### src/rtl/unified_mem_arbiter.sv
// Two-port (instruction/data) round-robin arbiter onto a single memory bus
// with one outstanding transaction, registered outputs and an ack-wait timeout.
module unified_mem_arbiter #(
  parameter int MEM_ADDR_WIDTH = 32,
  parameter int MEM_DATA_WIDTH = 32,
  parameter int TIMEOUT_CYCLES = 16
) (
  input  logic                      clk_i,
  input  logic                      arst_ni,
  input  logic                      imem_req_i,
  input  logic [MEM_ADDR_WIDTH-1:0] imem_addr_i,
  output logic [MEM_DATA_WIDTH-1:0] imem_rdata_o,
  output logic                      imem_ack_o,
  input  logic                      dmem_req_i,
  input  logic                      dmem_we_i,
  input  logic [MEM_ADDR_WIDTH-1:0] dmem_addr_i,
  input  logic [MEM_DATA_WIDTH-1:0] dmem_wdata_i,
  output logic [MEM_DATA_WIDTH-1:0] dmem_rdata_o,
  output logic                      dmem_ack_o,
  output logic                      mem_req_o,
  output logic                      mem_we_o,
  output logic [MEM_ADDR_WIDTH-1:0] mem_addr_o,
  output logic [MEM_DATA_WIDTH-1:0] mem_wdata_o,
  input  logic [MEM_DATA_WIDTH-1:0] mem_rdata_i,
  input  logic                      mem_ack_i,
  output logic                      err_o
);

  typedef enum logic [1:0] {IDLE, GRANT_I, GRANT_D} state_t;

  localparam int CNT_W = $clog2(TIMEOUT_CYCLES + 1);

  state_t           state_reg;
  logic             last_grant_d_reg;
  logic [CNT_W-1:0] wait_cnt_reg;

  logic i_elig, d_elig, pick_i, timeout;

  // A port whose ack is showing this cycle still has its old request up; skip it.
  assign i_elig  = imem_req_i & ~imem_ack_o;
  assign d_elig  = dmem_req_i & ~dmem_ack_o;
  assign pick_i  = i_elig & (~d_elig | last_grant_d_reg);
  assign timeout = (wait_cnt_reg == CNT_W'(TIMEOUT_CYCLES - 1));

  always_ff @(posedge clk_i or negedge arst_ni) begin
    if (!arst_ni) begin
      state_reg        <= IDLE;
      last_grant_d_reg <= 1'b1;
      wait_cnt_reg     <= '0;
      imem_rdata_o     <= '0;
      imem_ack_o       <= 1'b0;
      dmem_rdata_o     <= '0;
      dmem_ack_o       <= 1'b0;
      mem_req_o        <= 1'b0;
      mem_we_o         <= 1'b0;
      mem_addr_o       <= '0;
      mem_wdata_o      <= '0;
      err_o            <= 1'b0;
    end else begin
      imem_ack_o <= 1'b0;
      dmem_ack_o <= 1'b0;
      err_o      <= 1'b0;
      case (state_reg)
        IDLE: begin
          if (i_elig || d_elig) begin
            state_reg    <= pick_i ? GRANT_I : GRANT_D;
            mem_req_o    <= 1'b1;
            mem_addr_o   <= pick_i ? imem_addr_i : dmem_addr_i;
            mem_we_o     <= ~pick_i & dmem_we_i;
            mem_wdata_o  <= pick_i ? '0 : dmem_wdata_i;
            wait_cnt_reg <= '0;
          end
        end
        GRANT_I, GRANT_D: begin
          // A real ack wins over a timeout landing in the same cycle.
          if (mem_ack_i || timeout) begin
            state_reg        <= IDLE;
            mem_req_o        <= 1'b0;
            err_o            <= ~mem_ack_i;
            last_grant_d_reg <= (state_reg == GRANT_D);
            if (state_reg == GRANT_I) begin
              imem_ack_o   <= 1'b1;
              imem_rdata_o <= mem_ack_i ? mem_rdata_i : '0;
            end else begin
              dmem_ack_o   <= 1'b1;
              dmem_rdata_o <= mem_ack_i ? mem_rdata_i : '0;
            end
          end else begin
            wait_cnt_reg <= wait_cnt_reg + 1'b1;
          end
        end
        default: state_reg <= IDLE;
      endcase
    end
  end

endmodule

### config.mk
export PLATFORM = sky130hd
export DESIGN_NAME = unified_mem_arbiter
export DESIGN_NICKNAME = d
export VERILOG_FILES = /design/src/rtl/unified_mem_arbiter.sv
export SDC_FILE = /design/constraint.sdc
export NUM_CORES = 1
export LEC_CHECK = 0
export ABC_AREA = 1
export CAP_MARGIN = 5
export CORE_AREA = 2 2 131 133
export DETAILED_ROUTE_END_ITERATION = 16
export DIE_AREA = 0 0 133 135
export PLACE_DENSITY = 0.76
export RECOVER_POWER = 50
export SYNTH_ARGS = -nofsm -noshare
export SYNTH_HDL_FRONTEND = slang
export SYNTH_SLANG_ARGS = --single-unit
### constraint.sdc
create_clock -name clk_i -period 1.7 [get_ports clk_i]
set_input_delay 0.51 -clock clk_i [delete_from_list [all_inputs] [get_ports clk_i]]
set_output_delay 0.51 -clock clk_i [all_outputs]
set_load 0.02 [all_outputs]
==> metrics.txt <==
# TYPE chip_impl_metric gauge
chip_impl_info{name="outcome",value="completed"} 1
chip_impl_info{name="critPathCaptureType",value="flop"} 1
chip_impl_metric{name="max_freq",unit="MHz"} 589
chip_impl_metric{name="clk_transition_reported_paths",unit="ns"} 0.06
chip_impl_info{name="cpMaxStageDelayCell",value="dfrtp_1"} 1
chip_impl_metric{name="multi_input_comb_area",unit="um2"} 2420
chip_impl_metric{name="synth.ff_latch_count",unit=""} 141
chip_impl_info{name="cts_root_buffer",value="clkbuf_16"} 1
chip_impl_metric{name="ys_seq_area_share",unit="%"} 55.3
chip_impl_metric{name="post-route-util",unit="%"} 61.5
chip_impl_metric{name="synth_top_area_share",unit="%"} 54.9
chip_impl_metric{name="intPower",unit="uW"} 10800
chip_impl_metric{name="critPathMaxStageDelay",unit="ns"} 0.36
chip_impl_metric{name="irDropWorstVdd",unit="mV"} 0.834
chip_impl_metric{name="post_synth_instance_area",unit="um2"} 6380
chip_impl_metric{name="sw_frac_of_total",unit="%"} 41.1
chip_impl_metric{name="port-buffer-count",unit=""} 266
chip_impl_metric{name="synth_cell_type_count",unit=""} 24
chip_impl_metric{name="detail_route.wl_per_cell",unit="um"} 14.8
chip_impl_metric{name="placementRows",unit=""} 47
chip_impl_info{name="crit_path_cell_trace",value="ha_2 > inv_2 > nor3_4 > ha_4 > nor2_4 > nor2_4 > nand2_4 > buf_12 > nand2_1 > o21ai_1"} 1
chip_impl_info{name="ys_top_cells_by_area",value="dfrtp_1 (55%), nand2_1 (17%), o21ai_2 (6.3%)"} 1
chip_impl_metric{name="first_global_vias",unit=""} 5701
chip_impl_metric{name="clk_path_buf_depth",unit=""} 2
chip_impl_info{name="worst_path_most_repeated_cell",value="nor2_4"} 1
chip_impl_metric{name="antennaDiodeCount",unit=""} 0
chip_impl_metric{name="finalClockSkew",unit="ns"} 0.00731
chip_impl_metric{name="placeableCoreArea",unit="um2"} 16400
chip_impl_metric{name="timing_worst_slew_pin_value",unit="ns"} 1.08
chip_impl_metric{name="vias",unit=""} 5843
chip_impl_metric{name="dp_hpwl",unit="mm"} 13.3
chip_impl_metric{name="via_per_inst",unit=""} 4.66
chip_impl_metric{name="period_minus_slack",unit="ns"} 1.70
chip_impl_metric{name="tritoncts_num_sinks",unit=""} 141
chip_impl_metric{name="gp_congestion",unit=""} 0.858
chip_impl_metric{name="hold_buf_count_cts",unit=""} 0
chip_impl_info{name="synthDominantAreaCellType",value="dfrtp_1"} 1
chip_impl_metric{name="num-fill-cells",unit=""} 1417
chip_impl_metric{name="syn_area_per_cell",unit="um2"} 8.64
chip_impl_info{name="cpLargestDelayFamily",value="simple AND/OR/NAND/NOR gates"} 1
chip_impl_metric{name="setup_viol",unit=""} 0
chip_impl_metric{name="design.die.area",unit="um2"} 18000
chip_impl_metric{name="drv_cap",unit=""} 0
chip_impl_metric{name="worst-path-max-fanout",unit=""} 26
chip_impl_metric{name="switching_component_of_the_power",unit="uW"} 7540
chip_impl_metric{name="grt.overflow.total",unit=""} 0
chip_impl_metric{name="crit_arrival",unit="ns"} 1.98
chip_impl_metric{name="seq_area",unit="um2"} 3530
chip_impl_metric{name="hold_viol_final",unit=""} 0
chip_impl_metric{name="timing.final.max_slew_violations",unit=""} 0
chip_impl_info{name="tritoncts",value="yes"} 1
chip_impl_metric{name="clock_power_share",unit="%"} 21.6
chip_impl_info{name="setup.worst_path.start_class",value="flop"} 1
chip_impl_metric{name="syn-num-nets",unit=""} 878
chip_impl_metric{name="first_iter_violations",unit=""} 372
chip_impl_metric{name="initial_utilization",unit="%"} 38.9
chip_impl_info{name="unrepaired_setup_endpoints_after_global_routing",value="true"} 1
chip_impl_metric{name="p_comb_share",unit="%"} 47.8
chip_impl_metric{name="fp.dieW",unit="um"} 133
chip_impl_metric{name="drtPass1Iterations",unit=""} 4
chip_impl_metric{name="first_pass_grt_wire_length",unit="mm"} 29.6
chip_impl_metric{name="critPathBufInv",unit=""} 2
chip_impl_metric{name="grt_antenna_before_repair",unit=""} 0
chip_impl_metric{name="post_synthesis_to_final_layout_area_growth",unit="%"} 58.2
chip_impl_metric{name="leakage",unit="uW"} 0.00529
chip_impl_metric{name="p_per_area",unit="nW/um2"} 1820
chip_impl_metric{name="route.detailed.drc",unit=""} 0
chip_impl_metric{name="finalCritPeriodShare",unit="%"} 99.9
chip_impl_metric{name="num_io_pins",unit=""} 267
chip_impl_metric{name="power.sequential.fraction",unit="%"} 30.5
chip_impl_metric{name="yosys_warnings",unit=""} 0
chip_impl_metric{name="drt_wl_total",unit="mm"} 18.6
chip_impl_metric{name="fin_nets",unit=""} 1160
chip_impl_metric{name="die_height",unit="um"} 135
chip_impl_metric{name="hold_slack",unit="ns"} 0.292
chip_impl_metric{name="cts-htree-levels",unit=""} 4
chip_impl_metric{name="drt.antenna.violating_nets",unit=""} 0
chip_impl_metric{name="grt_util_all_layers",unit="%"} 20.8
chip_impl_info{name="criticalPathCategory",value="flop to flop"} 1
chip_impl_metric{name="synthCells",unit=""} 739
chip_impl_metric{name="pin_count_of_the_biggest_net_entering_global_routing",unit=""} 53
chip_impl_metric{name="required_time_reported_for_the_critical_path_endpoint",unit="ns"} 1.99
chip_impl_metric{name="cts_made_buffers",unit=""} 17
chip_impl_metric{name="clock_insertion_delay_worst_skew",unit="ns"} 0.41
chip_impl_info{name="classification_of_the_worst_slack_hold_path",value="primary input to asynchronous set/reset pin"} 1
chip_impl_metric{name="worst_slew_margin_rel",unit="%"} 28.3
chip_impl_metric{name="drive_gt1_share",unit="%"} 16.5
-- cells in the mapped netlist --
| library cell | number |
|---|---|
| nor2_1 | 1 |
| buf_2 | 10 |
| or2_2 | 2 |
| nand3_2 | 1 |
| clkbuf_1 | 11 |
| buf_4 | 5 |
| nand2_1 | 283 |
| o21ai_0 | 35 |
| nand4_1 | 1 |
| nor3_1 | 1 |
| nor2_4 | 2 |
| clkbuf_2 | 2 |
| o21ai_1 | 24 |
| xor2_1 | 1 |
| buf_6 | 13 |
| buf_1 | 3 |
| dfrtp_1 | 140 |
| inv_1 | 76 |
| dfstp_2 | 1 |
| o21ai_2 | 46 |
| nand3_1 | 69 |
| inv_2 | 3 |
| nand2_2 | 4 |
| ha_1 | 5 |
-- metrics by stage --
| step | instance area (um2) | cells | power, uW | TNS [ns] | setup slack (ns) |
|---|---|---|---|---|---|
| after CTS | 9950 | 1249 | 18100 | -0.354 | -0.0336 |
| after global routing | 10100 | 1253 | 19500 | -2.46 | -0.0810 |
| after floorplan | 6380 | 739 | 10600 | 0 | 0.0449 |
| after global placement | 9460 | 1217 | 14800 | -11.92 | -0.111 |
| final | 10100 | 1253 | 18400 | 0 | 0.00191 |
| after detailed placement | 9460 | 1217 | 15000 | -13.84 | -0.141 |
-- power groups by stage --
| stage | combinational [uW] | clock, uW | sequential, uW |
|---|---|---|---|
| 4_1_cts | 8490 | 4060 | 5550 |
| 6_report | 8780 | 3970 | 5600 |
| 2_1_floorplan | 3360 | 0 | 7280 |
| 3_3_place_gp | 9240 | 0 | 5590 |
| 3_5_place_dp | 9400 | 0 | 5620 |
| 5_1_grt | 9520 | 4200 | 5790 |
-- layout make-up --
| class | count | area share [%] |
|---|---|---|
| inverter | 79 | 2.94 |
| clock inverter | 9 | 1.56 |
| multi-input combinational | 476 | 24.0 |
| tap | 220 | 2.73 |
| sequential | 141 | 35.0 |
| clock buffer | 22 | 4.70 |
| timing repair buffer | 306 | 29.2 |
-- placed cells by master (no fill, tap or decap), types with 11 or more instances in the layout --
master | Yosys | routed
buf_4 | 5 | 21
o21ai_2 | 46 | 49
clkdlybuf4s50_1 | 0 | 132
o21ai_1 | 24 | 22
nand2_2 | 4 | 35
clkbuf_16 | 0 | 18
dlygate4sd2_1 | 0 | 129
nand2_1 | 283 | 248
nand3_1 | 69 | 69
o21ai_0 | 35 | 34
dfrtp_1 | 140 | 140
inv_1 | 76 | 75
buf_12 | 0 | 11
-- kinds of logic after synthesis --
| family | Yosys count | synth area share [%] |
|---|---|---|
| AND/OR/NAND/NOR | 364 | 23.4 |
| flip-flops | 141 | 55.3 |
| buffers and inverters | 123 | 9.29 |
| AO/OA/AOI/OAI | 105 | 10.9 |
| adder cells (fa/ha/maj) | 5 | 0.980 |
| XOR/XNOR | 1 | 0.137 |
-- repair_timing --
| action | CTS | global route |
|---|---|---|
| pin swaps | 1 | 2 |
| hold endpoints to repair | 0 | 0 |
| resized for setup | 136 | 52 |
| endpoints found under the setup margin | 204 | 76 |
| setup buffers | 1 | 2 |
| cloned | 0 | 2 |
-- routing by layer --
layer	vias to the layer above	wire (um)	GRT usage [%]
li1	2888	-	-
met1	2741	7760	25.9
met2	178	9470	35.6
met3	36	767	3.90
met4	0	591	9.14
met5	-	0	0
-- worst paths after layout --
path | start | endpoint | slack, ns | depth (start not counted)
min reg2reg | mem_addr_o[31] | mem_addr_o[31] | 0.47 | 2
max reg2reg | wait_cnt_reg[1] | dmem_rdata_o[3] | 0.002 | 10
max | wait_cnt_reg[1] | dmem_rdata_o[3] | 0.002 | 10
max in group asynchronous | arst_ni | mem_wdata_o[24] | 0.25 | 2
min in group clk_i | mem_addr_o[31] | mem_addr_o[31] | 0.47 | 2
min | arst_ni | imem_rdata_o[0] | 0.29 | 1
No activity file was read; power rests on OpenSTA's default activity.
